==> src/rtl/updown_count_sequencer_pkg.sv <==
// Shared types and constants for the up/down count sequencer.
package updown_count_sequencer_pkg;

  // Controller states. IDLE is the only state that accepts a command.
  typedef enum logic [1:0] {
    ST_IDLE = 2'd0,
    ST_RUN  = 2'd1,
    ST_HOLD = 2'd2,
    ST_DONE = 2'd3
  } state_e;

  // Command mode encodings.
  localparam logic [1:0] MODE_UP      = 2'b00;
  localparam logic [1:0] MODE_DOWN    = 2'b01;
  localparam logic [1:0] MODE_BOUNCE  = 2'b10;
  localparam logic [1:0] MODE_ILLEGAL = 2'b11;

  // A command is rejected for the reserved mode, or for a bounce whose start
  // lies above its end (the triangle would have no valid shape).
  function automatic logic cmd_is_illegal(input logic [1:0] mode,
                                          input logic       start_gt_end);
    return (mode == MODE_ILLEGAL) || ((mode == MODE_BOUNCE) && start_gt_end);
  endfunction

endpackage

==> src/rtl/updown_counter_core.sv <==
// N-bit up/down counter: synchronous load has priority over enable;
// dir=0 increments, dir=1 decrements, both wrapping modulo 2^N.
module updown_counter_core #(
  parameter int N = 4
) (
  input  logic         clk,
  input  logic         rst,
  input  logic         load,
  input  logic [N-1:0] d,
  input  logic         en,
  input  logic         dir,
  output logic [N-1:0] q
);

  localparam logic [N-1:0] ONE = N'(1);

  logic [N-1:0] q_d;
  logic [N-1:0] q_q;

  // Next count: load, else step in the requested direction, else hold.
  always_comb begin
    q_d = q_q;
    if (load) begin
      q_d = d;
    end else if (en) begin
      q_d = dir ? (q_q - ONE) : (q_q + ONE);
    end
  end

  // Count register.
  always_ff @(posedge clk or posedge rst) begin
    if (rst) begin
      q_q <= '0;
    end else begin
      q_q <= q_d;
    end
  end

  assign q = q_q;

endmodule

==> src/rtl/updown_count_sequencer.sv <==
// Command-driven sequencer that runs an up/down counter through repeated
// up, down or bounce (triangle) passes between a captured start and end.
//
// Handshake: a command transfers on a rising clk edge where cmd_valid and
// cmd_ready are both high; cmd_ready is high only in IDLE, so the command
// fields are sampled exactly once per command and ignored in all other states.
module updown_count_sequencer
  import updown_count_sequencer_pkg::*;
#(
  parameter int N = 4,
  parameter int R = 4
) (
  input  logic         clk,
  input  logic         rst,
  input  logic         cmd_valid,
  output logic         cmd_ready,
  input  logic [N-1:0] cmd_start,
  input  logic [N-1:0] cmd_end,
  input  logic [1:0]   cmd_mode,
  input  logic [R-1:0] cmd_reps,
  input  logic         pause,
  input  logic         abort,
  output logic [N-1:0] q,
  output logic         dir,
  output logic         busy,
  output logic         done,
  output logic         err,
  output state_e       dbg_state
);

  localparam logic [N-1:0] ONE_N = N'(1);
  localparam logic [R-1:0] ONE_R = R'(1);

  state_e       state_q, state_d;
  logic [R-1:0] reps_q, reps_d;
  logic         dir_q, dir_d;
  logic [N-1:0] start_q, start_d;
  logic [N-1:0] end_q, end_d;
  logic [1:0]   mode_q, mode_d;
  logic         err_q, err_d;

  // Counter core controls.
  logic         ld;
  logic [N-1:0] ld_val;
  logic         cnt_en;
  logic         cnt_dir;
  logic         pass_end;
  logic         at_end;
  logic         at_start;

  assign at_end   = (q == end_q);
  assign at_start = (q == start_q);

  // Next-state, captured command and counter control decode.
  always_comb begin
    state_d  = state_q;
    reps_d   = reps_q;
    dir_d    = dir_q;
    start_d  = start_q;
    end_d    = end_q;
    mode_d   = mode_q;
    err_d    = err_q;
    ld       = 1'b0;
    ld_val   = start_q;
    cnt_en   = 1'b0;
    cnt_dir  = dir_q;
    pass_end = 1'b0;

    case (state_q)
      ST_IDLE: begin
        if (cmd_valid) begin
          start_d = cmd_start;
          end_d   = cmd_end;
          mode_d  = cmd_mode;
          if (cmd_is_illegal(cmd_mode, cmd_start > cmd_end)) begin
            // Rejected: q and dir stay as they were.
            err_d   = 1'b1;
            state_d = ST_DONE;
          end else begin
            err_d   = 1'b0;
            reps_d  = cmd_reps;
            dir_d   = (cmd_mode == MODE_DOWN);
            ld      = 1'b1;
            ld_val  = cmd_start;
            state_d = ST_RUN;
          end
        end
      end

      ST_RUN: begin
        if (abort) begin
          state_d = ST_IDLE;
        end else if (pause) begin
          state_d = ST_HOLD;
        end else begin
          if (mode_q == MODE_BOUNCE) begin
            if (!dir_q) begin
              if (!at_end) begin
                cnt_en  = 1'b1;
                cnt_dir = 1'b0;
              end else if (start_q == end_q) begin
                pass_end = 1'b1;
              end else begin
                // Turn around at the top: step down in the same cycle.
                dir_d   = 1'b1;
                cnt_en  = 1'b1;
                cnt_dir = 1'b1;
              end
            end else begin
              if (!at_start) begin
                cnt_en  = 1'b1;
                cnt_dir = 1'b1;
              end else begin
                pass_end = 1'b1;
              end
            end
          end else begin
            if (at_end) begin
              pass_end = 1'b1;
            end else begin
              cnt_en  = 1'b1;
              cnt_dir = dir_q;
            end
          end

          if (pass_end) begin
            if (reps_q == '0) begin
              state_d = ST_DONE;
            end else begin
              reps_d = reps_q - ONE_R;
              ld     = 1'b1;
              // Bounce restarts at start+1 so the triangle does not repeat
              // the bottom value twice in a row.
              if ((mode_q == MODE_BOUNCE) && (start_q != end_q)) begin
                ld_val = start_q + ONE_N;
                dir_d  = 1'b0;
              end else begin
                ld_val = start_q;
              end
            end
          end
        end
      end

      ST_HOLD: begin
        if (abort) begin
          state_d = ST_IDLE;
        end else if (!pause) begin
          state_d = ST_RUN;
        end
      end

      ST_DONE: begin
        err_d   = 1'b0;
        state_d = ST_IDLE;
      end

      default: begin
        state_d = ST_IDLE;
      end
    endcase
  end

  // Controller registers.
  always_ff @(posedge clk or posedge rst) begin
    if (rst) begin
      state_q <= ST_IDLE;
      reps_q  <= '0;
      dir_q   <= 1'b0;
      start_q <= '0;
      end_q   <= '0;
      mode_q  <= MODE_UP;
      err_q   <= 1'b0;
    end else begin
      state_q <= state_d;
      reps_q  <= reps_d;
      dir_q   <= dir_d;
      start_q <= start_d;
      end_q   <= end_d;
      mode_q  <= mode_d;
      err_q   <= err_d;
    end
  end

  updown_counter_core #(.N(N)) u_core (
    .clk  (clk),
    .rst  (rst),
    .load (ld),
    .d    (ld_val),
    .en   (cnt_en),
    .dir  (cnt_dir),
    .q    (q)
  );

  assign cmd_ready = (state_q == ST_IDLE);
  assign busy      = (state_q == ST_RUN) || (state_q == ST_HOLD);
  assign done      = (state_q == ST_DONE);
  assign err       = (state_q == ST_DONE) && err_q;
  assign dir       = dir_q;
  assign dbg_state = state_q;

endmodule

==> config.mk <==
export PLATFORM = sky130hd
export DESIGN_NAME = updown_count_sequencer
export DESIGN_NICKNAME = d
export VERILOG_FILES = /design/src/rtl/updown_count_sequencer_pkg.sv /design/src/rtl/updown_counter_core.sv /design/src/rtl/updown_count_sequencer.sv
export SDC_FILE = /design/constraint.sdc
export NUM_CORES = 1
export LEC_CHECK = 0
export CORE_MARGIN = 8
export CORE_UTILIZATION = 30
export DETAILED_ROUTE_END_ITERATION = 8
export GPL_ROUTABILITY_DRIVEN = 0
export PLACE_DENSITY = 0.54
export SETUP_SLACK_MARGIN = 0.1
export SLEW_MARGIN = 25
export SYNTH_ARGS = -nofsm -noshare
export SYNTH_HDL_FRONTEND = slang
export SYNTH_SLANG_ARGS = --single-unit
==> constraint.sdc <==
create_clock -name clk -period 3 [get_ports clk]
set_clock_uncertainty 0.1 [all_clocks]
set_input_delay 0.6 -clock clk [delete_from_list [all_inputs] [get_ports clk]]
set_output_delay 0.6 -clock clk [all_outputs]
set_load 0.02 [all_outputs]
==> results.json, run 1 <==
{
  "final-hold-violation-count": 0,
  "fmax_mhz": 368,
  "number_of_buffers_created_by_cts": 3,
  "syn_area_sq_mm": 0.00181,
  "synth_largest_type_area_fraction_pct": 30.4,
  "final_max_slew_viol_count": 0,
  "layout.cells.non_filler": 335,
  "netlist_instances": 205,
  "clock_latency_ns": 0.27,
  "first_pass_grt_wire_length_microns": 8690,
  "finalCriticalPeriod_ns": 2.72,
  "drive_above_1_share_pct": 16.5,
  "async_flop_share_pct": 100,
  "boundaryPins": 30,
  "grt_pass1_vias": 1747,
  "clock_tree.htree_level_count": 1,
  "synth.net_count": 237,
  "antenna_left": 0,
  "cts.sinks": 22,
  "synth_unique_cells": 49,
  "io_buffer_count": 29,
  "synth-edff-count": 0,
  "timing.critical_path.arrival_ns": 2.79,
  "place.detailed.hpwl_microns": 4090,
  "mostFrequentLayoutCells": "29 x clkdlybuf4s50_1, 27 x buf_4, 22 x dfrtp_1",
  "finalNetCount": 293,
  "register_area_share_after_synthesis_pct": 30.4,
  "grt_max_degree": 23,
  "share_of_the_cycle_needed_by_the_critical_path_after_routing_pct": 90.7,
  "tritoncts": "built",
  "unrepaired_setup_endpoints_after_global_routing": "true",
  "path_clk_slew_ns": 0.09,
  "worst-r2r-cell-count": 10,
  "syn_area_per_cell_sq_um": 8.82,
  "cts_hold_buf": 0,
  "initial_antenna_violation_count": 0,
  "drt-vias-per-instance": 5.19,
  "drc": 0,
  "cts_max_path_buffers": 2,
  "dpl_cell_area_sq_mm": 0.00237,
  "setup_viols_final": 0,
  "average_wire_length_per_cell_after_detail_routing_microns": 15.3,
  "num_rows": 28,
  "min_path_cells": 1,
  "timing.max_cap.violations": 0,
  "cp_cell_sequence": "clkdlybuf4s50_1, inv_1, ha_1, a211oi_1, and3_1, nor2_1, or2_2, and3_1, a221oi_1",
  "leading_cell_type_in_the_layout_fill_and_taps_excluded": "clkdlybuf4s50_1",
  "cpPeakStageDelay_ns": 0.45,
  "grt_usage_pct": 12.3,
  "worst_slew_margin_rel_pct": 62.7,
  "floorplan.die.width_microns": 93.6,
  "p_total_mw": 2.35,
  "synth_top_cells_by_area": "dfrtp_1 30%, ha_1 8.3%, xnor2_1 5.8%",
  "power.density_cell_area_mw_per_mm2": 970,
  "global_route.overflow_total": 0,
  "die_height_microns": 93.6,
  "critical_path.most_common_cell": "and3_1",
  "crit_slowest_cell": "clkdlybuf4s50_1",
  "clock-root-buffer": "clkbuf_8",
  "synth-warning-count": 0,
  "worst-slew-pin-transition_ns": 0.555,
  "worstSetupPathType": "input pin to flip-flop",
  "ys_dominant_reg_cell": "dfrtp_1",
  "die-area_sq_mm": 0.00877,
  "postLayoutCellArea_sq_mm": 0.00243,
  "dp.cells": 331,
  "required_arrival_time_at_the_worst_endpoint_ns": 3.07,
  "detailed_route_iter0_violations": 139,
  "hold_path.class": "flip-flop to flip-flop",
  "number_of_antenna_repair_diodes": 0,
  "floorplan.core_area_sq_mm": 0.00589,
  "drtPass1Iterations": 4,
  "startpoint_type": "input pin",
  "static-leakage-power_nw": 1.05,
  "floorplan.initialDensity_pct": 30.7,
  "end_kind": "flip-flop",
  "vias": 1739,
  "post_cts.repair.setup_buffers": 0,
  "ys_seq_elements": 22,
  "vdd_drop_max_mv": 0.519,
  "netlist.top_cell.by_area": "dfrtp_1",
  "worst_hold_slack_ns": 0.436,
  "worstPathMaxFanout": 4,
  "areaGrowthSynthToFinish_pct": 34.3,
  "wirelength_microns": 5130,
  "status": "complete, no violations"
}
## state kept, by name, summed over array words and instances, names as in the netlist
| name | cells |
|---|---|
| mode_q | 2 |
| reps_q | 4 |
| start_q | 4 |
| end_q | 4 |
| u_core.q | 4 |
| dir | 1 |
| err_q | 1 |
| dbg_state | 2 |
## cell families (layout without fill, tap and decap cells)
logic type / count (synthesis) / count (layout) / share of synthesized area, %
adders and majority gates: 13 / 13 / 9.41
buffers and inverters: 20 / 75 / 4.57
AOI/OAI and AO/OA: 52 / 52 / 19.8
xor gates and xnor gates: 15 / 15 / 7.27
and+or+nand+nor: 69 / 69 / 20.2
DFF: 22 / 22 / 30.4
muxes: 14 / 14 / 8.30
## metrics by stage
stage | setup WS, ns | setup TNS (ns) | util [%]
after detailed placement | -0.0531 | -0.140 | 40.2
after global placement | -0.0557 | -0.107 | 40.2
final | 0.280 | 0 | 41.3
after global routing | 0.0873 | 0 | 41.3
after CTS | 0.214 | 0 | 41.2
after floorplan | 0.367 | 0 | -
## where the power goes
group | leakage, nW | switching (mW) | internal, mW
Sequential | 0.262 | 0.150 | 0.442
Combinational | 0.762 | 0.795 | 0.746
Clock | 0.0288 | 0.104 | 0.117
## repair_timing
item | 4_1_cts | 5_1_grt
endpoints found under the hold margin | 0 | 0
endpoints found under the setup margin | 0 | 6
gates resized for setup | 0 | 2
## layout make-up
class,count,area (sq um)
clock buffer,4,55.1
multi-input combinational,163,1180
sequential,22,551
fill,621,3460
timing repair buffer,56,493
inverter,15,56.3
tap,75,93.8
## per-layer routing
metal | vias to the layer above | GRT usage [%] | part of all wire (%) | wire [microns]
li1 | 860 | - | - | -
met5 | - | 0 | 0 | 0
met1 | 826 | 16.6 | 49 | 2500
met4 | 0 | 5.42 | 2.1 | 108
met2 | 43 | 18.7 | 44 | 2260
met3 | 10 | 2.24 | 5.0 | 257
## critical path: cells and delay by family
kind	cells	cell delay [ns]
buf+inv	2	0.50
simple gates	4	0.84
compound gates	2	0.53
fa+ha+maj	1	0.31
## cells in the mapped netlist (all sizes together) (2+ instances only)
master / count
nand4: 5
a21o: 4
nor2: 12
o21a: 2
and3: 3
mux2i: 6
a211oi: 2
nand2b: 3
nand3: 7
clkbuf: 4
o21ai: 13
and4: 2
and2: 4
dfrtp: 22
inv: 15
nor2b: 5
a22oi: 6
nor3: 6
a21oi: 6
o211ai: 2
xor2: 3
o22ai: 2
xnor2: 12
ha: 12
a31oi: 3
mux2: 8
a41oi: 2
nand2: 16
## final timing paths
kind                                            end  slack, ns                   from
min in group asynchronous  dbg_state[1]$_DFFE_PP0P_       0.56                    rst
hold reg to reg               mode_q[0]$_DFFE_PP0P_       0.44  mode_q[0]$_DFFE_PP0P_
max in group asynchronous   u_core.q[2]$_DFFE_PP0P_       1.99                    rst
hold / removal                mode_q[0]$_DFFE_PP0P_       0.44  mode_q[0]$_DFFE_PP0P_
setup reg to reg            u_core.q[3]$_DFFE_PP0P_       0.30   end_q[0]$_DFFE_PP0P_
setup / recovery            u_core.q[3]$_DFFE_PP0P_       0.28             cmd_end[3]
Note: power is estimated with default switching activity, not from simulation.
==> run 2: changes to the inputs <==
Settings changed: DONT_BUFFER_PORTS set to 1, PLACE_DENSITY 0.54 to 0.48.
==> results.json, run 2 (synthesized netlist as in run 1, its figures left out) <==
{
  "internal_power_mw": 1.21,
  "floorplan.initialDensity_pct": 30.7,
  "floorplan.die.width_microns": 93.6,
  "cpPeakStageDelay_ns": 0.47,
  "antenna_left": 0,
  "leading_cell_type_in_the_layout_fill_and_taps_excluded": "dfrtp_1",
  "worst-path-buf-inv": 0,
  "initial_antenna_violation_count": 0,
  "number_of_buffers_created_by_cts": 3,
  "average_wire_length_per_cell_after_detail_routing_microns": 17.0,
  "hold_path.class": "input pin to asynchronous set/reset pin",
  "unrepaired_setup_endpoints_after_global_routing": "false",
  "drt-vias-per-instance": 5.33,
  "worst-slew-pin-transition_ns": 0.872,
  "die_height_microns": 93.6,
  "fmax_mhz": 369,
  "timing.critical_path.arrival_ns": 2.75,
  "status": "complete, no violations",
  "grt_max_degree": 23,
  "power.net_switching_mw": 1.01,
  "share_of_the_cycle_needed_by_the_critical_path_after_routing_pct": 90.4,
  "final_max_slew_viol_count": 0,
  "multi_input_area_sq_mm": 0.00118,
  "worst_slew_margin_rel_pct": 41.5,
  "finalNetCount": 252,
  "finalCriticalPeriod_ns": 2.71,
  "mostFrequentLayoutCells": "21 x dfrtp_1, 16 x nand2_1, 15 x buf_4",
  "wirelength_microns": 5010,
  "floorplan.core_area_sq_mm": 0.00589,
  "r2r_start": "start_q[3]$_DFFE_PP0P_",
  "tritoncts": "built",
  "crit_path_max_delay_family": "compound AO/OA/AOI/OAI gates",
  "clock_latency_ns": 0.27,
  "fillerInstances": 639,
  "worstPathMaxFanout": 6,
  "drive_above_1_share_pct": 14.6,
  "drtPass1Iterations": 4,
  "boundaryPins": 30,
  "grt_pass1_vias": 1537,
  "startpoint": "start_q[3]$_DFFE_PP0P_",
  "comb_power_share_pct": 59.7,
  "io_buffer_count": 0,
  "setup_viols_final": 0,
  "sw_frac_of_total_pct": 45.6,
  "crit_slowest_cell": "dfrtp_1",
  "worst_hold_slack_ns": 0.184,
  "clock_tree.htree_level_count": 1,
  "postLayoutCellArea_sq_mm": 0.00207,
  "number_of_antenna_repair_diodes": 0,
  "sequential_cell_area_sq_um": 552,
  "power.density_cell_area_mw_per_mm2": 1080,
  "vias": 1566,
  "dpl_cell_area_sq_mm": 0.00198,
  "worstSetupPathType": "flip-flop to flip-flop",
  "static-leakage-power_nw": 0.887,
  "detailed_route_iter0_violations": 79,
  "end_kind": "flip-flop",
  "power.sequential.fraction_pct": 27.4,
  "cts_max_path_buffers": 2,
  "num_rows": 28,
  "place.detailed.hpwl_microns": 3960,
  "cts.sinks": 22,
  "startpoint_type": "flip-flop",
  "cp_cell_sequence": "xnor2_1, a41oi_1, nand2b_1, o21bai_2, ha_1, a21o_1, a21oi_1, xor2_1, a2111oi_1, a221oi_1",
  "global_route.overflow_total": 0,
  "die-area_sq_mm": 0.00877,
  "path_clk_slew_ns": 0.09,
  "clock-root-buffer": "clkbuf_8",
  "power.share.clock_pct": 12.9,
  "grt_usage_pct": 11.7,
  "areaGrowthSynthToFinish_pct": 14.3,
  "final-hold-violation-count": 0,
  "vdd_drop_max_mv": 0.322,
  "first_pass_grt_wire_length_microns": 8170,
  "drc": 0,
  "fin_tns_setup_ns": 0,
  "required_arrival_time_at_the_worst_endpoint_ns": 3.04,
  "worst_reg_to_reg_setup_slack_ns": 0.29,
  "timing.max_cap.violations": 0
}
-- run 2: per-layer routing --
layer / wire length [microns] / GRT usage [%] / up-vias / share of wire, %
li1: - / - / 779 / -
met1: 2310 / 15.7 / 748 / 46
met2: 2350 / 18.7 / 34 / 47
met3: 292 / 2.24 / 5 / 5.8
met4: 46 / 2.77 / 0 / 0.92
met5: 0 / 0 / - / 0
-- run 2: final timing paths --
kind / to / cells after the start
max: u_core.q[3]$_DFFE_PP0P_ / 10
min: mode_q[1]$_DFFE_PP0P_ / 1
max reg2reg: u_core.q[3]$_DFFE_PP0P_ / 10
min reg2reg: mode_q[0]$_DFFE_PP0P_ / 1
max in group asynchronous: start_q[0]$_DFFE_PP0P_ / 1
min in group clk: mode_q[0]$_DFFE_PP0P_ / 1
-- run 2: worst register-to-register path: cells and delay by family (launching register included) --
kind | cells | cell delay, ns
fa+ha+maj | 1 | 0.27
compound gates | 6 | 1.30
flops | 1 | 0.47
simple gates | 1 | 0.15
xor+xnor | 2 | 0.29
-- run 2: power groups by stage --
stage / clock network [mW] / registers [mW] / logic [mW]
final: 0.286 / 0.609 / 1.33
after floorplan: 0 / 0.648 / 0.932
after global placement: 0 / 0.614 / 1.31
after CTS: 0.297 / 0.610 / 1.33
after global routing: 0.308 / 0.635 / 1.49
after detailed placement: 0 / 0.617 / 1.32
-- run 2: what timing repair did --
action                                  CTS  global route
resized for setup                         0             3
buffers inserted                          0             1
hold endpoints to repair                  0             0
hold buffers                              0             0
endpoints found under the setup margin    0             1
-- run 2: layout make-up --
class,count,area share [%]
Multi-Input combinational cell,163,57.1
Sequential cell,22,26.7
Timing Repair Buffer,15,5.45
Tap cell,75,4.54
Inverter,15,2.73
Clock buffer,3,2.00
Clock inverter,1,1.45
-- run 2: through the flow --
stage | instances | power [mW] | utilization [%] | setup WS [ns]
final | 294 | 2.22 | 35.1 | 0.287
after global routing | 294 | 2.43 | 35.1 | 0.116
after CTS | 293 | 2.23 | 34.9 | 0.137
after detailed placement | 289 | 1.93 | 33.7 | 0.157
after global placement | 289 | 1.93 | 33.7 | 0.119
after floorplan | 205 | 1.58 | - | 0.367
==> run 3: changes to the inputs <==
Settings changed: HOLD_SLACK_MARGIN set to 0.15.
==> results of run 3 <==
Same layout as run 2: the final DEF is identical, and so are final timing and power.
